===== src/rtl/cv32e40s_sleep_clk_ctrl.sv =====
// WFI sleep sequencer: drains the core, gates its clock, restores it on wake.
// Optional macro CV32E40S_SLEEP_STATS_EN adds a saturating sleep cycle counter.
//   state | meaning
//   AWAKE | core clock running, no sleep in progress
//   DRAIN | sleep requested, waiting for core_busy_i low (bounded)
//   SLEEP | core clock gated off, waiting for wake_i
//   WAKE  | core clock restored, settling before wake_o
module cv32e40s_sleep_clk_ctrl #(
    parameter int unsigned DRAIN_TIMEOUT = 16,
    parameter int unsigned WAKE_SETTLE   = 2
) (
    input  logic        clk_i,
    input  logic        rst_i,
    input  logic        sleep_req_i,
    input  logic        core_busy_i,
    input  logic        wake_i,
    output logic        clk_en_o,
    output logic        core_sleep_o,
    output logic        wake_o,
    output logic        timeout_o
`ifdef CV32E40S_SLEEP_STATS_EN
    ,
    output logic [31:0] sleep_cycles_o
`endif
);

    localparam logic [1:0] AWAKE = 2'd0;
    localparam logic [1:0] DRAIN = 2'd1;
    localparam logic [1:0] SLEEP = 2'd2;
    localparam logic [1:0] WAKE  = 2'd3;

    localparam logic [7:0] DRAIN_LAST = 8'(DRAIN_TIMEOUT - 1);
    localparam logic [7:0] WAKE_LAST  = 8'(WAKE_SETTLE - 1);

    if (DRAIN_TIMEOUT < 1 || DRAIN_TIMEOUT > 255) begin : g_bad_drain_timeout
        $error("DRAIN_TIMEOUT must be in 1..255");
    end
    if (WAKE_SETTLE < 1 || WAKE_SETTLE > 255) begin : g_bad_wake_settle
        $error("WAKE_SETTLE must be in 1..255");
    end

    logic [1:0] state_q, state_d;
    logic [7:0] cnt_q, cnt_d;
    logic       clk_en_q, clk_en_d;
    logic       core_sleep_q, core_sleep_d;
    logic       wake_q, wake_d;
    logic       timeout_q, timeout_d;

    always_comb begin
        state_d   = state_q;
        cnt_d     = 8'd0;
        wake_d    = 1'b0;
        timeout_d = 1'b0;
        case (state_q)
            AWAKE: begin
                if (sleep_req_i && !wake_i) begin
                    state_d = DRAIN;
                end
            end
            DRAIN: begin
                // wake beats a completed drain, which beats the timeout
                if (wake_i) begin
                    state_d = AWAKE;
                end else if (!core_busy_i) begin
                    state_d = SLEEP;
                end else if (cnt_q == DRAIN_LAST) begin
                    state_d   = AWAKE;
                    timeout_d = 1'b1;
                end else begin
                    cnt_d = cnt_q + 8'd1;
                end
            end
            SLEEP: begin
                if (wake_i) begin
                    state_d = WAKE;
                end
            end
            WAKE: begin
                if (cnt_q == WAKE_LAST) begin
                    state_d = AWAKE;
                    wake_d  = 1'b1;
                end else begin
                    cnt_d = cnt_q + 8'd1;
                end
            end
            default: begin
                state_d = AWAKE;
            end
        endcase
        clk_en_d     = (state_d != SLEEP);
        core_sleep_d = (state_d == SLEEP);
    end

    always_ff @(posedge clk_i) begin
        if (rst_i) begin
            state_q      <= AWAKE;
            cnt_q        <= 8'd0;
            clk_en_q     <= 1'b1;
            core_sleep_q <= 1'b0;
            wake_q       <= 1'b0;
            timeout_q    <= 1'b0;
        end else begin
            state_q      <= state_d;
            cnt_q        <= cnt_d;
            clk_en_q     <= clk_en_d;
            core_sleep_q <= core_sleep_d;
            wake_q       <= wake_d;
            timeout_q    <= timeout_d;
        end
    end

    assign clk_en_o     = clk_en_q;
    assign core_sleep_o = core_sleep_q;
    assign wake_o       = wake_q;
    assign timeout_o    = timeout_q;

`ifdef CV32E40S_SLEEP_STATS_EN
    logic [31:0] sleep_cycles_q, sleep_cycles_d;

    // counts edges that leave the FSM in SLEEP, so it tracks core_sleep_o high cycles
    always_comb begin
        sleep_cycles_d = sleep_cycles_q;
        if (state_d == SLEEP && sleep_cycles_q != 32'hFFFF_FFFF) begin
            sleep_cycles_d = sleep_cycles_q + 32'd1;
        end
    end

    always_ff @(posedge clk_i) begin
        if (rst_i) begin
            sleep_cycles_q <= 32'd0;
        end else begin
            sleep_cycles_q <= sleep_cycles_d;
        end
    end

    assign sleep_cycles_o = sleep_cycles_q;
`endif

endmodule


===== config.mk =====
export PLATFORM = sky130hd
export DESIGN_NAME = cv32e40s_sleep_clk_ctrl
export DESIGN_NICKNAME = d
export VERILOG_FILES = /design/src/rtl/cv32e40s_sleep_clk_ctrl.sv
export SDC_FILE = /design/constraint.sdc
export NUM_CORES = 1
export LEC_CHECK = 0
export BUFFER_PORTS_ARGS = -buffer_cell sky130_fd_sc_hd__buf_4
export CORE_AREA = 2 2 40 42
export CTS_CLUSTER_SIZE = 30
export DETAILED_ROUTE_END_ITERATION = 8
export DIE_AREA = 0 0 42 44
export MAX_ROUTING_LAYER = met4
export SLEW_MARGIN = 20
export SYNTH_ARGS = -nofsm -noshare
export SYNTH_HDL_FRONTEND = slang
export SYNTH_SLANG_ARGS = --single-unit

===== constraint.sdc =====
create_clock -name clk_i -period 1.95 [get_ports clk_i]
set_clock_uncertainty 0.1 [all_clocks]
set_input_delay 0.2925 -clock clk_i [delete_from_list [all_inputs] [get_ports clk_i]]
set_output_delay 0.2925 -clock clk_i [all_outputs]
set_load 0.01 [all_outputs]

Word-level counts from Yosys, hierarchy flattened:

Cells that the tools add are included.

* add/sub/neg operators: 1
* equality and inequality tests: 7
* muxes and demuxes: 14
* bitwise logic cells: 3
* reductions and logical operators: 5

Operator list (count)
* 8-bit two-way mux: 4
* 8-bit case mux with 2 select lines: 1
* 2-bit two-way mux: 6
* 8-bit by 1-bit adder with 8-bit output, second input constant: 1
* 8-bit by 1-bit equality test with 1-bit output, second input constant: 1
* 8-bit by 4-bit equality test with 1-bit output, second input constant: 1
* 2-bit case mux with 4 select lines: 1
* 2-bit equality test, second input constant: 3
* 4-bit OR reduction: 1
* 1-bit NOT: 3
* 2-bit by 1-bit equality test with 1-bit output, second input constant: 1
* 2-bit logical NOT: 1
* 1-bit two-way mux: 2
* 2-bit != test, second input constant: 1
* 2-bit OR reduction: 1
* 1-bit logical AND: 1
* 1-bit logical NOT: 1

* bits in registers: 14
* input port bits: 5
* output and inout bits: 4
* word-level logic and storage cells: 36

Logic depth before layout (Yosys ltp):

* word-level depth: 6
* mapped depth: 6
* gate-level depth less buffers: 6

Worst setup path before layout:

No wires, ideal clock.

* path type: reg2reg
* start point: reg cnt_q[0]
* end point: reg clk_en_q (netlist: clk_en_o)
* arrival: 1.486 ns
* data required time: 1.711 ns
* path slack: 0.225 ns
* stages on the path, launching flop included: 6
* path buffers: 0
* cells stage by stage: dfxtp_1 ha_1 or3b_2 o21ba_4 nor3_4 o21ai_0

* word-level cells in the longest chain between the ends: 6
* elaborated cells on any way between the ends: 8
* classes of those cells: eq/ne (3); mux (5)

RTL lines
* start: declaration: RTL line 43 `logic [7:0] cnt_q, cnt_d;`
* start signal: assignment: RTL line 104 `cnt_q <= cnt_d;`
* 8-bit by 4-bit equality test with 1-bit output: RTL line 66 `end else if (cnt_q == DRAIN_LAST) begin`
* 2-bit two-way mux: RTL line 66
* 2-bit two-way mux: RTL line 64 `end else if (!core_busy_i) begin`
* 2-bit two-way mux: RTL line 62 `if (wake_i) begin`
* 2-bit case mux with 4 select lines (*): RTL line 54 `case (state_q)`
* 2-bit != test (*): RTL line 90 `clk_en_d = (state_d != SLEEP);`
* end signal: assignment: RTL line 105 `clk_en_q <= clk_en_d;`
* end: declaration: RTL line 44 `logic clk_en_q, clk_en_d;`

Every way passes the cells marked *; elsewhere a longest branch is shown, timed or not.
A chain may end at the register's enable or synchronous reset.

Worst setup path after layout:

* start point: reg cnt_q[0]
* end point: reg cnt_q[4]

* word-level cells in the longest chain between the ends: 5
* elaborated cells on any way between the ends: 8
* classes of those cells: add/sub (1); eq/ne (2); mux (5)

RTL lines (RTL line)
* 8-bit by 1-bit adder with 8-bit output or 8-bit by 4-bit equality test with 1-bit output (tied branches): 70, 83, 66
* 8-bit two-way mux: 66
* 8-bit two-way mux: 64
* 8-bit two-way mux: 62
* 8-bit case mux with 2 select lines (*): 54

Marked as above.

==> results.py <==
metrics = {
    "status": {
        "status": "complete, no violations",
    },
    "cts": {
        "cts_resized": 0,
        "cts.sinks": 14,
        "cts_hold_buf": 0,
        "cts_tree": "yes",
        "root_buffer": "clkbuf_4",
        "htree_levels": 1,
        "cts_setup_buffers": 0,
        "path_clk_slew_ps": 80,
        "clk_latency_ps": 270,
        "cts-buffers-inserted": 3,
        "cts_buffer_depth": 2,
    },
    "min_path": {
        "holdPathStages": 2,
        "hold_class": "input port to flip-flop",
        "min_to": "timeout_o$_SDFF_PP0_",
        "hold_start": "rst_i",
    },
    "die": {
        "rows": 14,
        "core_mm2": 0.00142,
        "initial_utilization": 0.430,
        "floorplan.die.height_um": 44,
        "die_x_um": 42,
        "pin_count": 9,
        "die_area_mm2": 0.00185,
    },
    "timing": {
        "holdWs_ps": 106,
        "fin_crit_sh": 0.928,
        "tightest_slew_ps": 432,
        "setup_viol": 0,
        "slew_headroom": 0.712,
        "hold_viol_final": 0,
        "final_max_slew_viol_count": 0,
        "max_freq_mhz": 553,
        "final.setup.worst_slack_ps": 141,
        "tns_ps": 0,
        "period_needed_ps": 1810,
        "rsz0062_at_grt": "false",
    },
    "final_layout": {
        "num_antenna_cells": 0,
        "multi_input_area_um2": 319,
        "final_area_um2": 727,
        "final_nets": 80,
        "drive_gt1_frac": 0.236,
        "n_fill_cell": 133,
        "area_growth_pct": 19.1,
        "seq_area_um2": 280,
    },
    "critical_path": {
        "crit_family": "simple AND/OR/NAND/NOR gates",
        "reg2reg_from": "cnt_q[0]$_SDFF_PP0_",
        "cp.required_ps": 2010,
        "critPathSlowestCell": "or3b_2",
        "cp_num_buf_inv": 0,
        "criticalPathCategory": "flip-flop to flip-flop",
        "start_kind": "flip-flop",
        "rrSetupSlack_ps": 140,
        "r2r_cells": 5,
        "arrival_ps": 1870,
        "critPathCaptureType": "flip-flop",
        "max_stage_delay_ps": 460,
        "path_cells": "ha_1 > or3b_2 > o21ba_4 > o21ai_4 > nor2_1",
        "cp_max_fo": 7,
        "reg2reg_to": "cnt_q[4]$_SDFF_PP0_",
    },
    "synthesis": {
        "synth_cells": 60,
        "synth_seq_cells": 14,
        "ys_types": 27,
        "syn-num-nets": 67,
        "ys_warn_count": 0,
        "synthFlopType": "dfxtp_1",
        "yosysTopAreaCell": "dfxtp_1",
        "avgSynthCellArea_um2": 10.2,
        "synth_edf_count": 0,
        "ys_async_sr_fraction": 0,
        "yosysTopAreaCellShare": 0.459,
        "syn_area_um2": 611,
        "seq_area_frac_synth": 0.459,
        "synth_area_leaders": "dfxtp_1, xor2_1, nor2_1",
    },
    "route": {
        "wl_um": 1000,
        "post_drt_wl_per_cell_um": 11.4,
        "drc_errors": 0,
        "ant_nets": 0,
        "dr.pass1.iters": 4,
        "routed_via_density": 5.15,
        "drtIter0Drc": 10,
        "vias": 453,
    },
    "global_routing": {
        "overflow": 0,
        "grt_pass1_wl_um": 1750,
        "antenna_found_initial": 0,
        "grt_usage": 0.134,
        "grt_max_degree": 9,
        "grt_pass1_vias": 436,
    },
    "pwr": {
        "peakVddDrop_uv": 356,
        "leakage_nw": 0.293,
        "comb_power_share": 0.057,
        "seq_power_share": 0.558,
        "finalPower_uw": 528,
        "switching_share": 0.208,
        "clkPwrFrac": 0.384,
        "internal_power_uw": 418,
        "power_density_mw_per_mm2": 726,
        "p_sw_uw": 110,
    },
    "place": {
        "dp_hpwl_um": 756,
        "placed_cell_area_um2": 691,
        "place.gp.congestion": 0.703,
        "dp_slack_ps": 141,
        "port_buffers": 8,
    },
    "flow_run": {
        "maxCapViolCount": 0,
    },
}
## layout by cell type (no fill, tap or decap), types with 2 or more instances in the layout
cell	instances
inv_1	3
o21ai_0	2
xor2_1	4
nand3_1	2
nor2b_1	2
clkbuf_4	3
dfxtp_1	14
ha_1	2
and3_1	3
buf_4	8
nor2_1	7
xnor2_1	2
nand2_1	2
a21oi_1	2
## worst reg2reg max path: cells and delay by family, from the launching register on
family,cells,cell delay (ps)
AO/OA/AOI/OAI,2,490
AND/OR/NAND/NOR,2,550
flip-flops,1,400
adder cells (fa/ha/maj),1,150
## cell families (layout without fill, tap and decap cells)
group           Yosys count  in the layout  synth area share
simple gates             25             25             0.260
flops                    14             14             0.459
compound gates           10             10             0.135
xor+xnor                  6              6            0.0861
buf+inv                   3             15            0.0184
fa+ha+maj                 2              2            0.0410
## power by group through the flow
stage / sequential [mW] / combinational (mW) / clock (mW)
2_1_floorplan: 0.301 / 0.0176 / 0
3_3_place_gp: 0.301 / 0.0307 / 0
3_5_place_dp: 0.301 / 0.0304 / 0
4_1_cts: 0.295 / 0.0305 / 0.211
5_1_grt: 0.295 / 0.0338 / 0.226
6_report: 0.295 / 0.0303 / 0.203
## worst max-delay path by stage
stage                              from                   to  slack [ps]  cells past startpoint
finish              cnt_q[0]$_SDFF_PP0_  cnt_q[4]$_SDFF_PP0_         140                      5
global route        cnt_q[0]$_SDFF_PP0_  cnt_q[4]$_SDFF_PP0_          20                      5
detailed placement  cnt_q[0]$_SDFF_PP0_  clk_en_o$_SDFF_PP1_         140                      5
global placement    cnt_q[0]$_SDFF_PP0_  clk_en_o$_SDFF_PP1_         160                      5
CTS                 cnt_q[0]$_SDFF_PP0_  clk_en_o$_SDFF_PP1_         130                      5
floorplan           cnt_q[0]$_SDFF_PP0_  clk_en_o$_SDFF_PP1_         230                      5
## per-layer routing
| metal | global-route usage | share of wire | up-vias |
|---|---|---|---|
| met5 | - | 0 | - |
| met4 | 0.0774 | 0 | 0 |
| met3 | 0.0417 | 0.065 | 0 |
| met2 | 0.191 | 0.42 | 15 |
| met1 | 0.168 | 0.51 | 199 |
| li1 | - | - | 239 |
## final cells by class
cell class	count	share of cell area
timing repair buffer	8	0.0826
tap	16	0.0275
inverter	3	0.0155
clock buffer	4	0.0499
multi-input combinational	43	0.439
sequential	14	0.386
## registers in the layout, indices dropped and copies added (netlist names)
| name | cells |
|---|---|
| core_sleep_o | 1 |
| cnt_q | 8 |
| state_q | 2 |
| wake_o | 1 |
| clk_en_o | 1 |
| timeout_o | 1 |
## through the flow
stage	util	std cells
finish	0.512	88
global route	0.512	88
global placement	0.487	84
CTS	0.512	88
detailed placement	0.487	84
floorplan	-	60
## synthesized netlist by cell type (2+ instances only)
| master | count |
|---|---|
| a21oi_1 | 2 |
| dfxtp_1 | 14 |
| nand3_1 | 2 |
| ha_1 | 2 |
| inv_1 | 3 |
| o21ai_0 | 2 |
| xnor2_1 | 2 |
| nor2_1 | 7 |
| nand2_1 | 2 |
| and3_1 | 3 |
| xor2_1 | 4 |
| nor2b_1 | 2 |
No activity file was read; power rests on OpenSTA's default activity.
